==> config.mk <==
export PLATFORM = sky130hd
export DESIGN_NAME = speed_sched_flat
export DESIGN_NICKNAME = d
export VERILOG_FILES = /design/src/rtl/speed_sched_if.sv /design/src/rtl/speed_sched.sv /design/src/flat_wrapper.sv
export SDC_FILE = /design/constraint.sdc
export NUM_CORES = 1
export LEC_CHECK = 0
export ABC_AREA = 1
export CAP_MARGIN = 20
export CORE_MARGIN = 3
export CORE_UTILIZATION = 65
export CTS_BUF_LIST = sky130_fd_sc_hd__clkbuf_2 sky130_fd_sc_hd__clkbuf_4 sky130_fd_sc_hd__clkbuf_8
export DETAILED_ROUTE_END_ITERATION = 16
export GPL_TIMING_DRIVEN = 1
export PLACE_DENSITY = 0.86
export SKIP_CTS_REPAIR_TIMING = 1
export SYNTH_ARGS = -nofsm -noshare
export SYNTH_HDL_FRONTEND = slang
export SYNTH_SLANG_ARGS = --single-unit
export TNS_END_PERCENT = 20
==> constraint.sdc <==
create_clock -name clk -period 4.4 [get_ports clk]
set_input_delay 0.44 -clock clk [delete_from_list [all_inputs] [get_ports clk]]
set_output_delay 0.44 -clock clk [all_outputs]
set_load 0.01 [all_outputs]
==> src/rtl/speed_sched_if.sv <==
// speed_sched_if: key pulses in, step/level/run status out.
// The master side (key debouncers or a bench) drives the keys; the
// slave side (speed_sched) drives the step counter status.
interface speed_sched_if;
  logic       key_up;
  logic       key_down;
  logic       key_pause;
  logic [5:0] step;
  logic       tick;
  logic [1:0] level;
  logic       running;

  modport master (
    output key_up, key_down, key_pause,
    input  step, tick, level, running
  );

  modport slave (
    input  key_up, key_down, key_pause,
    output step, tick, level, running
  );
endinterface

==> src/rtl/speed_sched.sv <==
// speed_sched: run/pause and speed-level controller for the LED stepper.
// A 2-bit speed level selects the prescaler period BASE_TICKS >> level;
// while running, the 6-bit step index advances once per period and tick
// pulses on the cycle the new step value appears.
// Optional feature macro: SPEED_SCHED_BOUNCE_EN (step ping-pongs 0..63..0
// instead of wrapping 63 -> 0).
module speed_sched #(
  parameter int BASE_TICKS = 12_500_000,
  parameter int PRE_W      = 26
) (
  input  logic         clk,
  input  logic         rst,
  speed_sched_if.slave bus
);

  typedef enum logic [1:0] {
    ST_PAUSE  = 2'd0,
    ST_RUN    = 2'd1,
    ST_RELOAD = 2'd2
  } state_t;

  localparam logic [PRE_W-1:0] BASE_P = PRE_W'(BASE_TICKS);

  state_t           state_r, state_nxt_s;
  logic [PRE_W-1:0] pre_r, pre_nxt_s;
  logic [5:0]       step_r, step_nxt_s, step_adv_s;
  logic             tick_r, tick_nxt_s;
  logic [1:0]       level_r, level_nxt_s, level_new_s;
  logic             running_r;
  logic [PRE_W-1:0] period_s;
  logic             tc_s;
  logic             up_ok_s, down_ok_s, lvl_chg_s;
`ifdef SPEED_SCHED_BOUNCE_EN
  logic             dir_down_r, dir_nxt_s, dir_adv_s;
`endif

  // Period for the current level and terminal-count detect (only meaningful in RUN).
  assign period_s = BASE_P >> level_r;
  assign tc_s     = (state_r == ST_RUN) && (pre_r == (period_s - PRE_W'(1)));

  // Level keys: pause has priority, up+down together cancel, saturated presses vanish.
  assign up_ok_s     = bus.key_up && !bus.key_down && (level_r != 2'd3);
  assign down_ok_s   = bus.key_down && !bus.key_up && (level_r != 2'd0);
  assign lvl_chg_s   = !bus.key_pause && (up_ok_s || down_ok_s);
  assign level_new_s = up_ok_s ? (level_r + 2'd1) : (level_r - 2'd1);

`ifdef SPEED_SCHED_BOUNCE_EN
  // Next step value in ping-pong mode; direction flips on reaching 63 or 0.
  always_comb begin
    step_adv_s = step_r;
    dir_adv_s  = dir_down_r;
    if (dir_down_r) begin
      step_adv_s = step_r - 6'd1;
      dir_adv_s  = (step_adv_s != 6'd0);
    end else begin
      step_adv_s = step_r + 6'd1;
      dir_adv_s  = (step_adv_s == 6'd63);
    end
  end
`else
  // Next step value in wrapping mode (6-bit modulo 64).
  assign step_adv_s = step_r + 6'd1;
`endif

  // Next-state and next-output logic for the PAUSE/RUN/RELOAD sequencer.
  always_comb begin
    state_nxt_s = state_r;
    pre_nxt_s   = pre_r;
    step_nxt_s  = step_r;
    tick_nxt_s  = 1'b0;
    level_nxt_s = level_r;
`ifdef SPEED_SCHED_BOUNCE_EN
    dir_nxt_s   = dir_down_r;
`endif
    case (state_r)
      ST_PAUSE: begin
        if (bus.key_pause) begin
          state_nxt_s = ST_RUN;
          pre_nxt_s   = '0;
        end else if (lvl_chg_s) begin
          level_nxt_s = level_new_s;
          pre_nxt_s   = '0;
        end else begin
          state_nxt_s = ST_PAUSE;
        end
      end
      ST_RUN: begin
        // The terminal count is honoured even when a key arrives on the same edge.
        if (tc_s) begin
          pre_nxt_s  = '0;
          step_nxt_s = step_adv_s;
          tick_nxt_s = 1'b1;
`ifdef SPEED_SCHED_BOUNCE_EN
          dir_nxt_s  = dir_adv_s;
`endif
        end else begin
          pre_nxt_s = pre_r + PRE_W'(1);
        end
        if (bus.key_pause) begin
          state_nxt_s = ST_PAUSE;
        end else if (lvl_chg_s) begin
          state_nxt_s = ST_RELOAD;
          level_nxt_s = level_new_s;
        end else begin
          state_nxt_s = ST_RUN;
        end
      end
      ST_RELOAD: begin
        // One idle cycle so the prescaler restarts cleanly on the new period.
        pre_nxt_s = '0;
        if (bus.key_pause) begin
          state_nxt_s = ST_PAUSE;
        end else if (lvl_chg_s) begin
          state_nxt_s = ST_RELOAD;
          level_nxt_s = level_new_s;
        end else begin
          state_nxt_s = ST_RUN;
        end
      end
      default: begin
        state_nxt_s = ST_PAUSE;
        pre_nxt_s   = '0;
      end
    endcase
  end

  // State and output registers with synchronous reset.
  always_ff @(posedge clk) begin
    if (rst) begin
      state_r    <= ST_PAUSE;
      pre_r      <= '0;
      step_r     <= 6'd0;
      tick_r     <= 1'b0;
      level_r    <= 2'd0;
      running_r  <= 1'b0;
`ifdef SPEED_SCHED_BOUNCE_EN
      dir_down_r <= 1'b0;
`endif
    end else begin
      state_r    <= state_nxt_s;
      pre_r      <= pre_nxt_s;
      step_r     <= step_nxt_s;
      tick_r     <= tick_nxt_s;
      level_r    <= level_nxt_s;
      running_r  <= (state_nxt_s != ST_PAUSE);
`ifdef SPEED_SCHED_BOUNCE_EN
      dir_down_r <= dir_nxt_s;
`endif
    end
  end

  assign bus.step    = step_r;
  assign bus.tick    = tick_r;
  assign bus.level   = level_r;
  assign bus.running = running_r;

endmodule

==> src/flat_wrapper.sv <==
// flat-port wrapper written by rule: the top's interface ports become plain ports
module speed_sched_flat 
#(
  parameter int BASE_TICKS = 12_500_000,
  parameter int PRE_W      = 26
)
  (clk, rst, bus_key_up, bus_key_down, bus_key_pause, bus_step, bus_tick, bus_level, bus_running);
  speed_sched_if bus_i ();
  input  logic clk;
  input  logic rst;
  input wire logic [$bits(bus_i.key_up)-1:0] bus_key_up;
  input wire logic [$bits(bus_i.key_down)-1:0] bus_key_down;
  input wire logic [$bits(bus_i.key_pause)-1:0] bus_key_pause;
  output wire logic [$bits(bus_i.step)-1:0] bus_step;
  output wire logic [$bits(bus_i.tick)-1:0] bus_tick;
  output wire logic [$bits(bus_i.level)-1:0] bus_level;
  output wire logic [$bits(bus_i.running)-1:0] bus_running;
  assign bus_i.key_up = bus_key_up;
  assign bus_i.key_down = bus_key_down;
  assign bus_i.key_pause = bus_key_pause;
  assign bus_step = bus_i.step;
  assign bus_tick = bus_i.tick;
  assign bus_level = bus_i.level;
  assign bus_running = bus_i.running;
  speed_sched #(.BASE_TICKS(BASE_TICKS), .PRE_W(PRE_W)) u_core (.clk(clk), .rst(rst), .bus(bus_i));
endmodule
-- After elaboration in Yosys (flattened, before gate mapping)
Index checks and enable logic that the tools add are counted.
- word-level logic and storage cells: 48
- register bits: 38
- output and inout bits: 10
- bitwise gates (word level): 2
- equal/unequal tests: 5
- reduce and logical (&&, ||, !) cells: 18
- muxes and demuxes: 11
- $add $sub $neg: 5
- shift operators: 1
- operators by type and width (kind ; count):
    2-to-1 mux 26 bit ; 3
    case mux 26 bit (2 select lines) ; 1
    adder 26 x 1 -> 26 bit, second input constant ; 1
    == test 26 bit ; 1
    >> shifter 24 x 2 -> 26 bit, first input constant ; 1
    subtractor 26 x 1 -> 26 bit, second input constant ; 1
    2-to-1 mux 2 bit ; 5
    adder 6 x 1 -> 6 bit, second input constant ; 1
    logical AND 1 bit ; 6
    case mux 2 bit (2 select lines) ; 1
    nonzero test 2 bit ; 2
    OR reduction 2 bit ; 2
    logical NOT 1 bit ; 3
    inequality test 3 x 2 -> 1 bit, second input constant ; 1
    AND reduction 3 bit ; 1
    OR reduction 3 bit ; 1
    adder 2 x 1 -> 2 bit, second input constant ; 1
    == test 2 x 1 -> 1 bit, second input constant ; 1
    == test 2 bit, second input constant ; 1
    logical NOT 2 bit ; 1
    inequality test 2 bit, second input constant ; 1
    NOT 1 bit ; 2
    AND reduction 2 bit ; 1
    subtractor 2 x 1 -> 2 bit, second input constant ; 1
    2 further kinds ; 2

-- Longest topological paths before layout
Gate-level depths: netlist of the first run.
- word-level depth: 9
- depth in mapped cells: 14
- mapped depth without buffers: 13

-- Worst setup path before layout of the first run
Ideal clock, no wire load.
- kind: register to register
- start point: reg u_core.state_r[1]
- end point: reg u_core.pre_r[7]
- period minus slack after synthesis: 1.681 ns
- stages on the path, launching flop included: 15
- setup time: 0.117 ns
- setup slack: 2.719 ns
- arrival time: 1.564 ns
- path through: dfxtp_1 -> inv_1 -> ha_1 -> nand2_1 -> nor2_1 -> nand2_1 -> nor2_1 -> nand2_1 -> nor2_1 -> nand2_2 -> nand2_2 -> nand2_4 -> nand2_4 -> buf_6 -> nor2_1
- word-level cells in the longest chain between the ends: 4
- elaborated cells between the ends (all ways): 6
- ends and longest elaborated chain (what ; RTL line ; text):
    start: declaration ; speed_sched.sv:24 ; state_t state_r, state_nxt_s;
    start signal: assignment ; speed_sched.sv:140 ; state_r <= state_nxt_s;
    == test 2 x 1 -> 1 bit ; speed_sched.sv:39, speed_sched.sv:75 ;
    logical AND 1 bit ; speed_sched.sv:39 ; assign tc_s = (state_r == ST_RUN) && (pre_r == (period_s - PRE_W'(1)));
    2-to-1 mux 26 bit ; speed_sched.sv:89 ; if (tc_s) begin
    case mux 26 bit (2 select lines) ; speed_sched.sv:75 ; case (state_r)
    end signal: assignment ; speed_sched.sv:141 ; pre_r <= pre_nxt_s;
    end: declaration ; speed_sched.sv:25 ; logic [PRE_W-1:0] pre_r, pre_nxt_s;
Several ways; a longest one is shown, not always the timed one.
A chain may end at the register's enable or synchronous reset.

-- Worst setup path in the final report of the first run
- start point: reg u_core.level_r[1], in the netlist u_core.bus.level[1]
- end point: reg u_core.pre_r[20]
- word-level cells in the longest chain between the ends: 6
- elaborated cells between the ends (all ways): 13
- ends and longest elaborated chain (what ; RTL line ; text):
    start: declaration ; speed_sched.sv:28 ; logic [1:0] level_r, level_nxt_s, level_new_s;
    start signal: assignment ; speed_sched.sv:144 ; level_r <= level_nxt_s;
    >> shifter 24 x 2 -> 26 bit ; speed_sched.sv:38 ; assign period_s = BASE_P >> level_r;
    subtractor 26 x 1 -> 26 bit ; speed_sched.sv:39 ;
    == test 26 bit ; speed_sched.sv:39 ;
    logical AND 1 bit ; speed_sched.sv:39 ;
    2-to-1 mux 26 bit ; speed_sched.sv:89 ;
    case mux 26 bit (2 select lines) ; speed_sched.sv:75 ;
Several ways; a longest one is shown, not always the timed one.

==> results.cfg, run 1 <==
[run_status]
run_status = finished clean

[worst_setup_path]
required_ns = 4.63
endpoint_kind = flip-flop
arrival_ns = 2.49
cp-start-kind = flip-flop
path_class = flip-flop to flip-flop
crit_path_max_fanout = 17

[clock_network]
cts.path.max_buffers = 2
cts_tree = built
cts_root_buf = clkbuf_8
clkLatencyLatePin_ns = 0.29
htreeDepth = 2
cts_num_sinks = 38
clkTransAtPathRegs_ns = 0.08
cts_made_buffers = 5

[final_layout]
fin_nets = 458
antennaDiodeCount = 0
area_growth_pct = 9.438
final_cell_mix = nand2_1, nor2_1, inv_1
drive_gt1_share_pct = 3.563
final_common_cell = nand2_1
stdcell_area_um2 = 2800

[power]
pwr_density_cell_nw_per_um2 = 245.8
power.leakage_nw = 1.217
vdd_drop_max_mv = 0.1746

[sta]
period_share_pct = 51.31
fin_skew_ns = 0.01088
tightest_slew_ns = 0.5762
max_freq_mhz = 443.0
setup_ws_ns = 2.142
setup_violations = 0
fin_tns_setup_ns = 0
period_needed_ns = 2.258
rsz0062_at_grt = false
slew_headroom_pct = 61.54
slew_violations = 0
hold_violations = 0

[placed_design]
hpwl_um = 4898
pre_cts_slack_ns = 2.196
placed_area_um2 = 2705
place_congestion = 0.9605
portBuffers = 14

[job]
cap_violations = 0

[synth]
synthCells = 436
synth.distinct_cells = 23
syn_area_um2 = 2559
avgSynthCellArea_um2 = 5.869
ys_ff_latch = 38
synth_warnings = 0
ys_seq_area_share_pct = 29.73
syn-num-nets = 446

[drt]
vias_per_cell = 5.296
drc = 0
drt_iter0_markers = 212
wirelength_um = 6379
post_drt_wl_per_cell_um = 12.84
ant_nets = 0
first_pass_iters = 7
vias = 2632

[worst_hold_path]
hold_path_class = flip-flop to flip-flop

[global_routing]
grt_max_degree = 19
antenna_found_initial = 0
overflow = 0
grt_first_pass_wirelength_um = 10230
grt_pass1_vias = 2318
grt_usage_pct = 28.81

[die]
die_h_um = 68.74
core-area_um2 = 3716
rows = 22
die-area_um2 = 4725
die_w_um = 68.74
initial_utilization_pct = 68.86
io-pin-count = 15
==> synth_stat cells <==
| cell type | count | share of area, % |
|---|---|---|
| xor2_1 | 14 | 4.8 |
| inv_2 | 1 | 0.15 |
| nand4_1 | 7 | 1.7 |
| clkbuf_2 | 1 | 0.20 |
| o211ai_1 | 1 | 0.29 |
| nand4_4 | 1 | 0.83 |
| nor2_1 | 80 | 12 |
| dfxtp_1 | 38 | 30 |
| nand3b_1 | 1 | 0.29 |
| nand3_1 | 37 | 7.2 |
| nor3_1 | 9 | 1.8 |
| o21ai_0 | 15 | 2.9 |
| nand2_2 | 3 | 0.73 |
| o311ai_0 | 1 | 0.34 |
| buf_2 | 3 | 0.59 |
| nand2_4 | 3 | 1.3 |
| buf_4 | 2 | 0.59 |
| ha_1 | 5 | 2.4 |
| buf_6 | 1 | 0.44 |
| clkbuf_1 | 2 | 0.29 |
| a21oi_1 | 13 | 2.5 |
| inv_1 | 69 | 10 |
| nand2_1 | 129 | 19 |
==> sequential cells by signal, summed over array words and instances, names as in the netlist <==
name	count
u_core.state_r	2
u_core.bus.step	6
u_core.pre_r	26
u_core.bus.running	1
u_core.bus.tick	1
u_core.bus.level	2
==> critical path, stage by stage (launching register included) <==
cell and delay, ns:
dfxtp_1 0.63, inv_1 0.22, nand2_2 0.20, nand3_1 0.16, nand4_4 0.22, nand2_1 0.13, nor2_1 0.28, nand3_1 0.13
nand2_1 0.09, nand2_1 0.05, nor2_1 0.08
==> per-stage QoR <==
step | std cells | power, mW | util [%] | hold slack, ns
2_1_floorplan | 436 | 0.4183 | - | 0.4708
3_3_place_gp | 489 | 0.4350 | 72.79 | 0.4868
3_5_place_dp | 489 | 0.4380 | 72.79 | 0.4937
4_1_cts | 497 | 0.6861 | 75.35 | 0.5055
5_1_grt | 497 | 0.7114 | 75.35 | 0.5350
6_report | 497 | 0.6883 | 75.35 | 0.5049
==> where the power goes <==
group	internal (mW)	leakage (nW)	total [mW]	switching, mW
Sequential	0.348	0.307	0.355	0.00738
Combinational	0.0249	0.863	0.0751	0.0501
Clock	0.126	0.0472	0.258	0.132
Total	0.499	1.22	0.688	0.189
==> worst paths after layout <==
check	from	endpoint	slack, ns	cells past startpoint
min reg2reg	u_core.pre_r[25]$_SDFFE_PP0P_	u_core.pre_r[25]$_SDFFE_PP0P_	0.50	2
max	u_core.bus.level[1]$_SDFFE_PP0P_	u_core.pre_r[20]$_SDFFE_PP0P_	2.14	10
min	u_core.pre_r[25]$_SDFFE_PP0P_	u_core.pre_r[25]$_SDFFE_PP0P_	0.50	2
max reg2reg	u_core.bus.level[1]$_SDFFE_PP0P_	u_core.pre_r[20]$_SDFFE_PP0P_	2.14	10
==> layout make-up <==
cell class / count / area [um^2]
sequential: 38 / 760.7
tap: 48 / 60.06
timing repair buffer: 14 / 140.1
clock buffer: 6 / 82.58
inverter: 70 / 262.8
clock inverter: 2 / 12.51
fill: 316 / 915.9
multi-input combinational: 319 / 1481
==> per-layer routing <==
metal | part of all wire (%) | GRT usage [%] | routed length [um] | up-vias
li1 | - | - | - | 1361
met1 | 45 | 37.04 | 2858 | 1175
met2 | 47 | 48.39 | 3019 | 83
met3 | 6.1 | 6.321 | 391 | 13
met4 | 1.7 | 8.029 | 109 | 0
met5 | 0 | 0 | 0 | -
==> kinds of logic (layout without fill, tap and decap cells) <==
kind of cell,after synthesis,count (layout),share of synthesized area (%)
and+or+nand+nor,270,270,44.55
buffers and inverters,79,92,12.37
adders and majority gates,5,5,2.445
xor gates and xnor gates,14,14,4.792
DFF,38,38,29.73
AOI/OAI and AO/OA,30,30,6.112
Note: power is estimated with default switching activity, not from simulation.
==> run 2, diff against run 1 <==
--- a/config.mk
+++ b/config.mk
@@ -8,11 +8,11 @@
 export ABC_AREA = 1
 export CAP_MARGIN = 20
 export CORE_MARGIN = 3
-export CORE_UTILIZATION = 65
+export CORE_UTILIZATION = 62
 export CTS_BUF_LIST = sky130_fd_sc_hd__clkbuf_2 sky130_fd_sc_hd__clkbuf_4 sky130_fd_sc_hd__clkbuf_8
 export DETAILED_ROUTE_END_ITERATION = 16
 export GPL_TIMING_DRIVEN = 1
-export PLACE_DENSITY = 0.86
+export PLACE_DENSITY = 0.83
 export SKIP_CTS_REPAIR_TIMING = 1
 export SYNTH_ARGS = -nofsm -noshare
 export SYNTH_HDL_FRONTEND = slang
==> constraint.sdc (replaced) <==
create_clock -name clk -period 2.2 [get_ports clk]
set_input_delay 0.22 -clock clk [delete_from_list [all_inputs] [get_ports clk]]
set_output_delay 0.22 -clock clk [all_outputs]
set_load 0.01 [all_outputs]
==> results.cfg, run 2 (synthesis gave the netlist of run 1 again) <==
[run_status]
run_status = finished clean

[worst_setup_path]
critPathMaxStageDelay_ns = 0.33
cp_num_buf_inv = 1
cp_slowest_cell = ha_1
endpoint_kind = flip-flop
required_ns = 2.39
path_class = flip-flop to flip-flop
cp_top_family = simple AND/OR/NAND/NOR gates
worstPathCellList = inv_1, ha_1, nand3_1, a21oi_1, nand2_1, nor2_1, nand2_1, nor2_1, nand2_1, o21ai_0, nor2_1
arrival_ns = 2.20
cp-start-kind = flip-flop
crit_path_max_fanout = 7

[die]
die-area_um2 = 4934
die_w_um = 70.24
rows = 22
core-area_um2 = 3826
io-pin-count = 15
die_h_um = 70.24
initial_utilization_pct = 66.87

[sta]
period_needed_ns = 2.010
period_share_pct = 91.34
fin_tns_setup_ns = 0
setup_violations = 0
worst_hold_slack_ns = 0.5125
tightest_slew_ns = 0.5736
fin_skew_ns = 0.007492
slew_headroom_pct = 61.72
rsz0062_at_grt = false
max_freq_mhz = 497.6
slew_violations = 0
hold_violations = 0
setup_ws_ns = 0.1904

[clock_network]
clkTransAtPathRegs_ns = 0.07
clkLatencyLatePin_ns = 0.30
cts_tree = built
htreeDepth = 2
cts_root_buf = clkbuf_8
cts_num_sinks = 38
cts_made_buffers = 5
cts.path.max_buffers = 2

[global_routing]
grtUsageMet1_pct = 34.63
overflow = 0
grt_pass1_vias = 2490
grt_usage_pct = 26.81
antenna_found_initial = 0
grt_max_degree = 19
grt_first_pass_wirelength_um = 10830
grtUsageMet3_pct = 4.317
grt_busiest_layer = met2
grt_use_met2_pct = 44.70

[power]
p_sw_uw = 375.1
power.leakage_nw = 1.256
vdd_drop_max_mv = 0.4501
clkPwrFrac_pct = 46.0
power_frac_comb_pct = 10.4
p_seq_share_pct = 43.7
power_mw = 1.610
pwr_density_cell_nw_per_um2 = 561.0
p_sw_share_pct = 23.30
internal_power_mw = 1.235

[placed_design]
place_congestion = 1.019
hpwl_um = 4803
pre_cts_slack_ns = 0.2944
portBuffers = 14

[final_layout]
drive_gt1_share_pct = 4.204
fin_nets = 461
largest-register = u_core.pre_r
final_common_cell = nand2_1
multi_input_comb_area_um2 = 1481
final_cell_mix = nand2_1, nor2_1, inv_1
area_growth_pct = 12.18
antennaDiodeCount = 0
fillers = 349
seq_area_um2 = 760.7
largest_reg_flops = 26

[job]
cap_violations = 0

[worst_hold_path]
hold_path_class = flip-flop to flip-flop

[drt]
post_drt_wl_per_cell_um = 12.76
vias = 2709
vias_per_cell = 5.418
ant_nets = 0
wirelength_um = 6379
drt_iter0_markers = 275
drc = 0
first_pass_iters = 7
-- run 2: changes by cell type in the layout (fill, tap and decap cells not counted), sizes merged --
cell      delta
buf          +3
bufinv       +2
clkinv       -1
clkinvlp     -1
-- run 2: worst min-delay path: stages, from the launching register on --
cell and delay [ns]:
dfxtp_1 0.33, nand2_1 0.07, a21oi_1 0.06
-- run 2: layer usage --
| layer | part of all wire, % | up-vias |
|---|---|---|
| li1 | - | 1366 |
| met1 | 43 | 1189 |
| met2 | 45 | 127 |
| met3 | 8.6 | 27 |
| met4 | 3.3 | 0 |
| met5 | 0 | - |
-- run 2: power groups by stage --
stage	Sequential, mW	Combinational [mW]	Clock (mW)
2_1_floorplan	0.721	0.116	0
5_1_grt	0.704	0.187	0.772
3_3_place_gp	0.719	0.160	0
6_report	0.703	0.167	0.740
4_1_cts	0.703	0.163	0.745
3_5_place_dp	0.719	0.161	0
-- run 2: metrics by stage --
stage	util [%]	area (um^2)	std cells
2_1_floorplan	-	2559	436
3_3_place_gp	71.29	2728	492
3_5_place_dp	71.29	2728	492
4_1_cts	75.02	2870	500
5_1_grt	75.02	2870	500
6_report	75.02	2870	500
-- run 2: final timing paths --
kind	slack (ns)	depth (start not counted)	endpoint	start
worst min register to register	0.51	2	u_core.pre_r[25]$_SDFFE_PP0P_	u_core.pre_r[25]$_SDFFE_PP0P_
worst max register to register	0.19	11	u_core.bus.step[2]$_SDFFE_PP0P_	u_core.state_r[1]$_SDFF_PP0_
worst max-delay path	0.19	11	u_core.bus.step[2]$_SDFFE_PP0P_	u_core.state_r[1]$_SDFF_PP0_
worst min-delay path	0.51	2	u_core.pre_r[25]$_SDFFE_PP0P_	u_core.pre_r[25]$_SDFFE_PP0P_
-- run 2: area by class of cell --
type,count,share of cell area (%)
multi-input cells,319,51.61
flip-flops and latches,38,26.50
inverters,70,9.154
repair buffers,17,5.667
clock buffers,6,2.877
clock inverters,2,2.092
well taps,48,2.092
